### config.mk
export PLATFORM = sky130hd
export DESIGN_NAME = mcs_bridge_ws
export DESIGN_NICKNAME = d
export VERILOG_FILES = /design/src/rtl/mcs_bridge_pkg.sv /design/src/rtl/mcs_region_dec.sv /design/src/rtl/mcs_bridge_ws.sv
export SDC_FILE = /design/constraint.sdc
export NUM_CORES = 1
export LEC_CHECK = 0
export CORE_MARGIN = 1.5
export CORE_UTILIZATION = 35
export CTS_CLUSTER_SIZE = 10
export DETAILED_ROUTE_END_ITERATION = 6
export PLACE_DENSITY = 0.79
export RECOVER_POWER = 50
export SLEW_MARGIN = 20
export SYNTH_ARGS = -nofsm -noshare
export SYNTH_HDL_FRONTEND = slang
export SYNTH_SLANG_ARGS = --single-unit
export TNS_END_PERCENT = 5
### constraint.sdc
create_clock -name clk -period 2.6 [get_ports clk]
set_input_delay 0.26 -clock clk [delete_from_list [all_inputs] [get_ports clk]]
set_output_delay 0.26 -clock clk [all_outputs]
set_load 0.01 [all_outputs]
### src/rtl/mcs_bridge_pkg.sv
`default_nettype none
// ============================================================================
//  Module      : mcs_bridge_pkg
//  Description : Shared types and constants for the MCS IO-bus to FPro-bus
//                bridge with wait states.
//  Revision    : 1.0  initial release
// ============================================================================
package mcs_bridge_pkg;

    typedef enum logic [1:0] {
        ST_IDLE   = 2'd0,
        ST_ACCESS = 2'd1,
        ST_WAIT   = 2'd2,
        ST_DONE   = 2'd3
    } bridge_state_t;

    // Read data returned when a transfer is aborted by the timeout
    localparam logic [31:0] ERR_RD_DATA = 32'hFFFF_FFFF;
    // FPro word address width, taken from io_address[22:2]
    localparam int FP_ADDR_W  = 21;
    // Most significant address bit of the region index field
    localparam int REGION_MSB = 23;

endpackage
`default_nettype wire

### src/rtl/mcs_region_dec.sv
`default_nettype none
// ============================================================================
//  Module      : mcs_region_dec
//  Description : Combinational bridge-window hit detect and one-hot region
//                decode of an MCS IO address.
//  Ports       : i_address  MCS IO address
//                o_hit      address lies in the bridge window (bits [31:24])
//                o_sel      one-hot region select
//  Revision    : 1.0  initial release
// ============================================================================
module mcs_region_dec
    import mcs_bridge_pkg::*;
#(
    parameter logic [31:0] BRG_BASE = 32'hc000_0000,
    parameter int          N_REGION = 2
) (
    input  logic [31:0]         i_address,
    output logic                o_hit,
    output logic [N_REGION-1:0] o_sel
);

    assign o_hit = (i_address[31:24] == BRG_BASE[31:24]);

    generate
        if (N_REGION > 1) begin : g_multi
            localparam int c_IDX_W = $clog2(N_REGION);
            logic [c_IDX_W-1:0] w_idx;
            logic               w_unused_lo;

            assign w_idx       = i_address[REGION_MSB -: c_IDX_W];
            assign w_unused_lo = ^i_address[REGION_MSB-c_IDX_W:0];

            always_comb begin
                o_sel        = '0;
                o_sel[w_idx] = 1'b1;
            end
        end else begin : g_single
            logic w_unused_lo;

            assign w_unused_lo = ^i_address[REGION_MSB:0];
            assign o_sel       = '1;
        end
    endgenerate

endmodule
`default_nettype wire

### src/rtl/mcs_bridge_ws.sv
`default_nettype none
// ============================================================================
//  Module      : mcs_bridge_ws
//  Description : MicroBlaze MCS IO-bus to FPro-bus bridge with programmable
//                read latency, per-region ready handshake and timeout.
//  Ports       : clk, reset_n (async, active-low)
//                io_*   MCS IO bus (strobes, address, data, byte enables,
//                       registered read data, one-cycle io_ready pulse)
//                fp_*   FPro bus (one-hot cs, rd/wr strobes, word address,
//                       write data, byte enables, per-region rd data/ready)
//                busy     high whenever the bridge is not idle
//                err_cnt  saturating count of window misses and timeouts
//  Revision    : 1.0  initial release
// ============================================================================
module mcs_bridge_ws
    import mcs_bridge_pkg::*;
#(
    parameter logic [31:0] BRG_BASE = 32'hc000_0000,
    parameter int          N_REGION = 2,
    parameter int          RD_LAT   = 1,
    parameter int          TIMEOUT  = 255
) (
    input  logic                     clk,
    input  logic                     reset_n,
    input  logic                     io_addr_strobe,
    input  logic                     io_read_strobe,
    input  logic                     io_write_strobe,
    input  logic [3:0]               io_byte_enable,
    input  logic [31:0]              io_address,
    input  logic [31:0]              io_write_data,
    output logic [31:0]              io_read_data,
    output logic                     io_ready,
    output logic [N_REGION-1:0]      fp_cs,
    output logic                     fp_wr,
    output logic                     fp_rd,
    output logic [FP_ADDR_W-1:0]     fp_addr,
    output logic [31:0]              fp_wr_data,
    output logic [3:0]               fp_be,
    input  logic [32*N_REGION-1:0]   fp_rd_data,
    input  logic [N_REGION-1:0]      fp_ready,
    output logic                     busy,
    output logic [7:0]               err_cnt
);

    localparam int                 c_CNT_W   = $clog2(TIMEOUT + 1);
    localparam logic [c_CNT_W-1:0] c_RD_LAT  = c_CNT_W'(RD_LAT);
    localparam logic [c_CNT_W-1:0] c_TIMEOUT = c_CNT_W'(TIMEOUT);

    bridge_state_t          r_state;
    logic [c_CNT_W-1:0]     r_cnt;
    logic                   r_we;
    logic [N_REGION-1:0]    r_sel;
    logic [31:0]            r_rd_data;
    logic                   r_ready;
    logic [N_REGION-1:0]    r_cs;
    logic                   r_fp_wr;
    logic                   r_fp_rd;
    logic [FP_ADDR_W-1:0]   r_addr;
    logic [31:0]            r_wdata;
    logic [3:0]             r_be;
    logic                   r_busy;
    logic [7:0]             r_err_cnt;

    logic                   w_hit;
    logic [N_REGION-1:0]    w_sel;
    logic                   w_start;
    logic                   w_rdy;
    logic                   w_done;
    logic                   w_timeout;
    logic [31:0]            w_rd_slice;

    mcs_region_dec #(
        .BRG_BASE (BRG_BASE),
        .N_REGION (N_REGION)
    ) u_dec (
        .i_address (io_address),
        .o_hit     (w_hit),
        .o_sel     (w_sel)
    );

    // A read and a write strobe together are handled as a write
    assign w_start   = io_addr_strobe && (io_read_strobe || io_write_strobe);
    assign w_rdy     = |(fp_ready & r_sel);
    assign w_done    = w_rdy && (r_we || (r_cnt >= c_RD_LAT));
    assign w_timeout = (r_cnt == c_TIMEOUT);

    always_comb begin
        w_rd_slice = '0;
        for (int i = 0; i < N_REGION; i++) begin
            if (r_sel[i]) begin
                w_rd_slice = fp_rd_data[i*32 +: 32];
            end
        end
    end

    always_ff @(posedge clk or negedge reset_n) begin
        if (!reset_n) begin
            r_state   <= ST_IDLE;
            r_cnt     <= '0;
            r_we      <= 1'b0;
            r_sel     <= '0;
            r_rd_data <= '0;
            r_ready   <= 1'b0;
            r_cs      <= '0;
            r_fp_wr   <= 1'b0;
            r_fp_rd   <= 1'b0;
            r_addr    <= '0;
            r_wdata   <= '0;
            r_be      <= '0;
            r_busy    <= 1'b0;
            r_err_cnt <= '0;
        end else begin
            r_ready <= 1'b0;
            case (r_state)
                ST_IDLE: begin
                    if (w_start) begin
                        r_addr  <= io_address[FP_ADDR_W+1:2];
                        r_wdata <= io_write_data;
                        r_be    <= io_byte_enable;
                        r_we    <= io_write_strobe;
                        r_sel   <= w_sel;
                        r_cnt   <= '0;
                        r_busy  <= 1'b1;
                        if (w_hit) begin
                            r_state <= ST_ACCESS;
                            r_cs    <= w_sel;
                            r_fp_wr <= io_write_strobe;
                            r_fp_rd <= !io_write_strobe;
                        end else begin
                            // Window miss: complete immediately, no FPro cycle
                            r_state   <= ST_DONE;
                            r_ready   <= 1'b1;
                            r_rd_data <= '0;
                            if (r_err_cnt != 8'hFF) begin
                                r_err_cnt <= r_err_cnt + 8'd1;
                            end
                        end
                    end
                end
                ST_ACCESS, ST_WAIT: begin
                    // Strobes are single-cycle; cs stays up while waiting
                    r_fp_wr <= 1'b0;
                    r_fp_rd <= 1'b0;
                    if (w_done) begin
                        if (!r_we) begin
                            r_rd_data <= w_rd_slice;
                        end
                        r_state <= ST_DONE;
                        r_ready <= 1'b1;
                        r_cs    <= '0;
                    end else if (w_timeout) begin
                        r_rd_data <= ERR_RD_DATA;
                        r_state   <= ST_DONE;
                        r_ready   <= 1'b1;
                        r_cs      <= '0;
                        if (r_err_cnt != 8'hFF) begin
                            r_err_cnt <= r_err_cnt + 8'd1;
                        end
                    end else begin
                        r_cnt   <= r_cnt + 1'b1;
                        r_state <= ST_WAIT;
                    end
                end
                ST_DONE: begin
                    r_state <= ST_IDLE;
                    r_busy  <= 1'b0;
                end
                default: begin
                    r_state <= ST_IDLE;
                    r_busy  <= 1'b0;
                end
            endcase
        end
    end

    assign io_read_data = r_rd_data;
    assign io_ready     = r_ready;
    assign fp_cs        = r_cs;
    assign fp_wr        = r_fp_wr;
    assign fp_rd        = r_fp_rd;
    assign fp_addr      = r_addr;
    assign fp_wr_data   = r_wdata;
    assign fp_be        = r_be;
    assign busy         = r_busy;
    assign err_cnt      = r_err_cnt;

endmodule
`default_nettype wire

==> results.md, run 1 <==
* TritonCTS clock tree: built
* Syn avg cell area at 10.0 um2
* Syn-to-layout area delta at 57.9%
* VDD IR-drop max at between 0.3 and 0.4 mV
* # clock sinks at about 120
* Commonest cells post-synth: nand2_1, dfrtp_1, a21oi_1, a22oi_1, mux2_4
* Drt drc at 0
* Total power at 0.00436 W
* Register area share after synthesis at 53.6%
* # Max-Cap Violations at 0
* Nets@finish at a little over 900
* Clk slew on worst S/H paths at 0.06 ns
* Critical Path End Type: register
* Area leader, netlist: dfrtp_1
* Mapped Cells at approximately 540
* Die W at 127 um
* DP Worst Slack at 0.200 ns
* DRT Wirelength at ~16,000 um
* Per-cell routed wire length at 16.1 um
* Crit start category: register
* H-tree depth at 4
* Final cell count without fillers at 981
* DR iter-0 viols at about 180
* Longest Clk Path Bufs at 2
* RSZ-0062 raised after global routing: no
* Setup Skew at 0.00658 ns
* Initial DRT Pass Iterations at 4
* Critical path arrival at 2.52 ns
* Cell variety after synth at slightly above 50
* Cell area after placement at 0.00800 mm2
* Layout cell share with drive strength beyond 1 at 11.0%
* Largest net degree at the start of global routing at 64
* Fmax at 0.449 GHz
* N_diodes at 0
* Number of global-route vias before repair at slightly below 5,000
* Die Y at 127 um
* Pin slew with the least headroom to its limit at between 1 and 1.5 ns
* Power Dens Cells at just over 500 mW/mm2
* Initial antenna violation count at 0
* CP Class: reg2reg
* Asr flop ratio synth at between 90% and 100%
* Buffers on Ports at 239
* Total setup buffers inserted after CTS at 0
* Slew Viols, Final at 0
* CTS root buf: clkbuf_16
* GRT overflow at 0
* Fin crit period at 2.23 ns
* Cts bufs inserted at 17
* Worst-path cell chain: inv_1, ha_1, o211a_1, o21ai_0, buf_4, a211oi_2, buf_4, mux2_1
* Worst path slowest cell: dfrtp_1
* Hold/Removal Path Class: in2reg
* Status: finished, final reports clean
* HPWL Detailed at approximately 11,000 um
* Most Frequent Cell on Critical Path: buf_4
* Slew HR at 31.0%
* CTS Hold Bufs at 1
* Syn nets at 687
* Final setup margin at 0.374 ns
* Die area at between 0.015 and 0.02 mm2
* Vias at 4,913
* Setup tns final at 0 ns
* Share of the synthesized area in the top cell type at 53.6%
* Final hold violations at 0
* EDFF count, synth at 0
* Via-per-instance ratio at 5.01
* Placed insts at 948
* # resized after CTS at 0
* Finish-stage setup viols at 0
* Tcrit/Tclk final at 85.6%
* Synth Cell Area at 0.00542 mm2
* Worst-path fanout max at 8
* Most used DFF post-synth: dfrtp_1
* Post-route cell area at 0.00856 mm2
* Total track usage at 20.1%
* Syn. warnings at 0
* Top area cells in the synthesized netlist: dfrtp_1, nand2_1, mux2_4
* Yosys reg bits at approximately 120
* Max incr delay on CP at 0.38 ns
* Remaining antenna violation count after routing at 0
* CP Data Required Time at 2.89 ns
* Row count at 45
* Boundary Pins at 242
* Top-count cell post-synth: nand2_1
* Initial Util at 35.8%
* Core Footprint at 0.0151 mm2
* First-pass GRT wire length at 25,200 um
* LEAKAGE at 3.87 nW
* GPL Wtd Cong at 0.821
* Skew-Pair Late Insertion Delay at 0.41 ns
* # fillers at 1,317
[layer usage]
metal,routed length (um),global-route usage (%)
met5,0,0
met4,175,7.69
met3,1580,7.16
met2,7420,32.9
met1,6580,24.4
[power by group]
part           switching [W]  leakage (nW)  internal (W)
Clock               0.000860         0.279       0.00144
Combinational      0.0000707          2.16      0.000182
Sequential      0.0000000193          1.43       0.00181
[registers in the layout, summed over array words and instances (netlist names)]
signal	flops
fp_cs	2
r_state	2
fp_wr_data	32
fp_wr	1
r_we	1
busy	1
fp_be	4
fp_addr	21
err_cnt	8
fp_rd	1
io_ready	1
io_read_data	32
r_cnt	8
r_sel	2
[area by class of cell]
type	instances	area, um2	share of cell area, %
clock buffers	18	439	5.13
clock inverters	14	153	1.78
inverters	9	33.8	0.395
multi-input cells	383	2300	26.8
flip-flops and latches	116	2900	33.9
well taps	188	235	2.75
repair buffers	253	2500	29.2
[per-stage QoR]
step | hold WS, ns | utilization, %
after detailed placement | 0.268 | 52.8
after CTS | 0.351 | 56.8
final | 0.374 | 56.5
after floorplan | -0.0356 | -
after global placement | 0.261 | 52.8
after global routing | 0.365 | 56.5
[critical path: cells and delay by family (launching register included)]
family	cells	cell delay [ns]
mux	1	0.32
compound gates	3	0.67
buf+inv	3	0.45
flops	1	0.38
fa+ha+maj	1	0.29
[layout by cell type (no fill, tap or decap), types with 2 or more instances in the layout]
cell type	netlist	final
clkinv_2	0	2
ha_1	6	6
nor2_1	5	5
and3_1	5	5
a22o_1	2	2
nand4_1	5	5
inv_6	0	2
o31ai_1	2	2
a21oi_1	40	40
buf_4	0	9
inv_1	8	8
o21ai_0	6	8
o21ai_1	8	7
clkbuf_16	0	17
o211ai_1	1	2
or4_1	5	5
dfrtp_1	116	116
nand2_1	190	189
dlygate4sd3_1	0	47
nand3_1	6	6
clkdlybuf4s50_1	0	192
a22oi_1	32	32
clkinvlp_4	0	4
nor3_1	4	4
clkbuf_2	0	2
clkinv_4	0	4
mux2_4	30	30
mux2_1	3	3
bufinv_16	0	2
a2bb2oi_1	2	2
xnor2_1	6	6
[cells by family after synthesis]
group           count (synthesis)  share of synthesized area, %
buf+inv                        43                          4.02
simple gates                  231                          18.2
mux                            33                          8.93
flops                         116                          53.6
fa+ha+maj                       6                          1.39
xor+xnor                        7                          1.13
compound gates                106                          12.8
[final timing paths]
check / end / slack, ns / from / cells after the start
worst max register to register: err_cnt[1] / 0.37 / r_state[0] / 8
worst min register to register: fp_addr[10] / 0.47 / fp_addr[10] / 2
max in group asynchronous: fp_wr_data[15] / 0.60 / reset_n / 3
min in group asynchronous: io_read_data[3] / 0.53 / reset_n / 2
worst max-delay path: err_cnt[1] / 0.37 / r_state[0] / 8
worst min-delay path: fp_addr[1] / 0.37 / io_address[3] / 3
Note: power is estimated with default switching activity, not from simulation.
==> run 2: changes to the inputs <==
PLACE_DENSITY = unset   (was 0.79)
PLACE_DENSITY_LB_ADDON = 0.3   (was unset)
==> results.md, run 2 (same netlist as run 1, synthesis figures left out) <==
* Status: finished, final reports clean
* FF/Latch Area at ~0.0029 mm2
* Worst path slowest cell: a211oi_2
* Largest net degree at the start of global routing at 61
* Row count at 45
* Buffers on Ports at 239
* Die area at 0.0162 mm2
* Fmax at 0.442 GHz
* H-tree depth at 4
* Nets@finish at 922
* Syn-to-layout area delta at 58.9%
* Total setup buffers inserted after CTS at 0
* Worst hold start: io_address[9]
* Slew HR at 12.1%
* Drt drc at 0
* # clock sinks at roughly 120
* Finish-stage setup viols at 0
* Final cell count without fillers at 978
* Crit start category: register
* GRT overflow at 0
* Max incr delay on CP at ~0.53 ns
* First-pass GRT wire length at approximately 25,000 um
* Commonest non-fill, non-tap cell in the layout: clkdlybuf4s50_1
* Worst-path fanout max at 13
* Cts bufs inserted at 17
* Cell area after placement at 0.00798 mm2
* Power Dens Cells at 533 mW/mm2
* Initial antenna violation count at 0
* Slew Viols, Final at 0
* Final setup margin at between 0.3 and 0.4 ns
* TritonCTS clock tree: built
* CP Data Required Time at 2.89 ns
* Total power at 0.00459 W
* DP Worst Slack at 0.205 ns
* Hold/Removal Path Class: in2reg
* Post-route cell area at 0.00861 mm2
* Boundary Pins at between 200 and 250
* Initial DRT Pass Iterations at 4
* CP Class: reg2reg
* Tcrit/Tclk final at 87.0%
* Total track usage at 20.1%
* # Max-Cap Violations at 0
* RR Startpoint: r_state[0]
* Most Frequent Cell on Critical Path: inv_1
* Crit path max-delay family: compound AO/OA/AOI/OAI gates
* Die W at 127 um
* Via-per-instance ratio at 5.01
* Critical Path End Type: register
* Per-cell routed wire length at 16.3 um
* Final hold violations at 0
* # fillers at between 1,000 and 1,500
* Remaining antenna violation count after routing at 0
* Initial Util at 35.8%
* Skew-Pair Late Insertion Delay at 0.41 ns
* Pin slew with the least headroom to its limit at 1.32 ns
* Worst-path cell chain: inv_1, ha_1, inv_1, a41oi_1, a211oi_2, mux2_1
* HPWL Detailed at 11,300 um
* CTS root buf: clkbuf_16
* Clk slew on worst S/H paths at around 0.060 ns
* Crit path buffers/inverters at 2
* Vias at around 4,900
* RSZ-0062 raised after global routing: no
* Number of global-route vias before repair at 4,989
* Layout cell share with drive strength beyond 1 at 10.9%
* Placed insts at between 900 and 1,000
* DRT Wirelength at 16,000 um
* Setup Skew at approximately 0.013 ns
* # resized after CTS at 0
* CTS Hold Bufs at 1
* Fin crit period at about 2.3 ns
* Setup tns final at 0 ns
* LEAKAGE at 3.84 nW
* Die Y at between 100 and 150 um
* N_diodes at 0
* Critical path arrival at between 2 and 3 ns
* VDD IR-drop max at between 0.3 and 0.4 mV
* GPL Wtd Cong at roughly 0.9
* Core Footprint at 0.0151 mm2
* Crit path from: r_state[0]
* Longest Clk Path Bufs at 2
* Area of the multi-input gates at 0.00232 mm2
* Most frequent cells in the layout: clkdlybuf4s50_1, nand2_1, dfrtp_1, dlygate4sd3_1, a21oi_1
* DR iter-0 viols at 241
[run 2: layout make-up]
type,instances,area share (%)
timing repair buffer,250,28.8
inverter,9,0.392
sequential,116,33.7
clock buffer,21,5.46
clock inverter,11,2.00
multi-input combinational,383,26.9
tap,188,2.73
[run 2: worst paths after layout]
check                                        end  slack [ns]  depth (start not counted)
worst min register to register    fp_wr_data[22]        0.47                          2
worst max register to register        err_cnt[1]        0.34                          6
worst min-delay path                  fp_addr[7]        0.37                          3
min in group asynchronous       io_read_data[26]        0.68                          2
max in group asynchronous            fp_addr[15]        0.54                          3
worst max-delay path                  err_cnt[1]        0.34                          6
[run 2: worst reg2reg max path: stages, from the launching register on]
cell and delay, ns:
dfrtp_1 0.35, inv_1 0.06, ha_1 0.46, inv_1 0.25, a41oi_1 0.10, a211oi_2 0.53
mux2_1 0.39
[run 2: stage by stage]
step	util [%]	hold slack (ns)
2_1_floorplan	-	-0.0356
3_3_place_gp	52.7	0.333
3_5_place_dp	52.7	0.347
4_1_cts	57.0	0.349
5_1_grt	56.9	0.369
6_report	56.9	0.369
[run 2: where the power goes]
group / internal [W] / total, W / switching, W
Sequential: 0.00181 / 0.00181 / 0.0000000149
Clock: 0.00168 / 0.00253 / 0.000844
Combinational: 0.000182 / 0.000256 / 0.0000737
[run 2: layer usage]
layer  part of all wire (%)  global-route usage (%)  vias up
met3                     11                    8.67       17
li1                       -                       -     2324
met5                      0                       0        -
met1                     41                    23.2     2348
met4                    1.3                    8.29        0
met2                     47                    32.8      213
==> run 3: changes to the inputs <==
CTS_BUF_LIST = sky130_fd_sc_hd__clkbuf_2 sky130_fd_sc_hd__clkbuf_4 sky130_fd_sc_hd__clkbuf_8   (was unset)
CTS_CLUSTER_SIZE = 12   (was 10)
GPL_ROUTABILITY_DRIVEN = 0   (was unset)
==> results.md, run 3 (same netlist as run 1, synthesis figures left out) <==
* Initial antenna violation count at 0
* # resized after CTS at 0
* Row count at 45
* Worst-path fanout max at 13
* CTS root buf: clkbuf_8
* Final cell count without fillers at 978
* Nets@finish at 922
* Worst hold stages at 3
* H-tree depth at 4
* FF/Latch Area at 0.00290 mm2
* TritonCTS clock tree: built
* Die Y at roughly 130 um
* Skew-Pair Late Insertion Delay at about 0.45 ns
* Tcrit/Tclk final at 86.9%
* R2R setup slack at between 0.3 and 0.4 ns
* CP Data Required Time at 2.93 ns
* Longest Clk Path Bufs at 2
* Initial DRT Pass Iterations at 4
* Total track usage at around a fifth
* Largest net degree at the start of global routing at 61
* Fmax at ~0.44 GHz
* DP Worst Slack at 0.205 ns
* Buffers on Ports at 239
* Area of the multi-input gates at about 0.0023 mm2
* VDD IR-drop max at ~0.37 mV
* Slew Viols, Final at 0
* Depth of the most critical reg-to-reg path at 6
* Status: finished, final reports clean
* Final hold violations at 0
* Initial Util at 35.8%
* N_diodes at 0
* HPWL Detailed at about 11,000 um
* Cts bufs inserted at 17
* Number of global-route vias before repair at roughly 5,000
* Syn-to-layout area delta at 55.4%
* # clock sinks at about 120
* Clk slew on worst S/H paths at 0.07 ns
* DR iter-0 viols at 229
* # Max-Cap Violations at 0
* Boundary Pins at between 200 and 250
* Critical Path End Type: register
* Die area at roughly 0.016 mm2
* Hold slack at 0.330 ns
* Final setup margin at 0.340 ns
* Core Footprint at around 0.015 mm2
* RSZ-0062 raised after global routing: no
* GRT overflow at 0
* Pin slew with the least headroom to its limit at 1.31 ns
* Hold/Removal Path Class: in2reg
* First-pass GRT wire length at 25,000 um
* Power Dens Cells at around 470 mW/mm2
* LEAKAGE at 3.76 nW
* Crit start category: register
* CP Class: reg2reg
* Setup tns final at 0 ns
* Via-per-instance ratio at 4.99
* Slew HR at approximately an eighth
* # fillers at 1,296
* Commonest non-fill, non-tap cell in the layout: clkdlybuf4s50_1
* Finish-stage setup viols at 0
* DRT Wirelength at 15,900 um
* Total power at roughly 0.0040 W
* Placed insts at 945
* Vias at 4,879
* Drt drc at 0
* Critical path arrival at between 2 and 3 ns
* Most frequent cells in the layout: clkdlybuf4s50_1, nand2_1, dfrtp_1, dlygate4sd3_1, a21oi_1
* Fin crit period at roughly 2.3 ns
* Per-cell routed wire length at 16.3 um
* Die W at 127 um
* Layout cell share with drive strength beyond 1 at between 10% and 20%
* Setup Skew at 0.0160 ns
* Remaining antenna violation count after routing at 0
## run 3: changes by cell type in the layout (fill, tap and decap cells not counted), sizes merged
cell / change
dlygate4sd3: -1
clkdlybuf4s50: +1
## run 3: final cells by class
class	instances	area share [%]
clock buffer	21	3.36
clock inverter	11	2.05
inverter	9	0.401
multi-input combinational	383	27.5
sequential	116	34.5
tap	188	2.79
timing repair buffer	250	29.4
## run 3: worst paths after layout
check | from | to
worst max-delay path | r_state[0] | err_cnt[1]
worst min-delay path | io_address[9] | fp_addr[7]
worst max register to register | r_state[0] | err_cnt[1]
worst min register to register | fp_be[2] | fp_be[2]
max in group asynchronous | reset_n | fp_addr[19]
min in group asynchronous | reset_n | io_read_data[26]
## run 3: per-stage QoR
stage	cell area, um2	utilization [%]
global placement	7980	52.7
finish	8420	55.6
CTS	8440	55.7
detailed placement	7980	52.7
floorplan	5420	-
global route	8420	55.6
## run 3: power breakdown
part	total, W	leakage, nW	internal, W	switching (W)
Clock	0.00190	0.218	0.00113	0.000771
Sequential	0.00180	1.43	0.00180	0.0000000149
Combinational	0.000256	2.12	0.000182	0.0000736
## run 3: timing repair
item | in CTS | in global routing
buffers inserted | 0 | 0
hold buffers | 1 | 0
hold endpoints to repair | 49 | 0
endpoints found under the setup margin | 0 | 0
## run 3: layer usage
metal  vias to the layer above  track usage (%)  routed length [um]
met3                        18             9.21                1770
met5                         -                0                   0
li1                       2318                -                   -
met4                         0             7.49                 218
met2                       221             32.6                7430
met1                      2322             23.1                6510
## run 3: critical path: stages, from the launching register on
cell,delay [ns]
dfrtp_1,0.35
inv_1,0.06
ha_1,0.45
inv_1,0.26
a41oi_1,0.10
a211oi_2,0.53
mux2_1,0.39
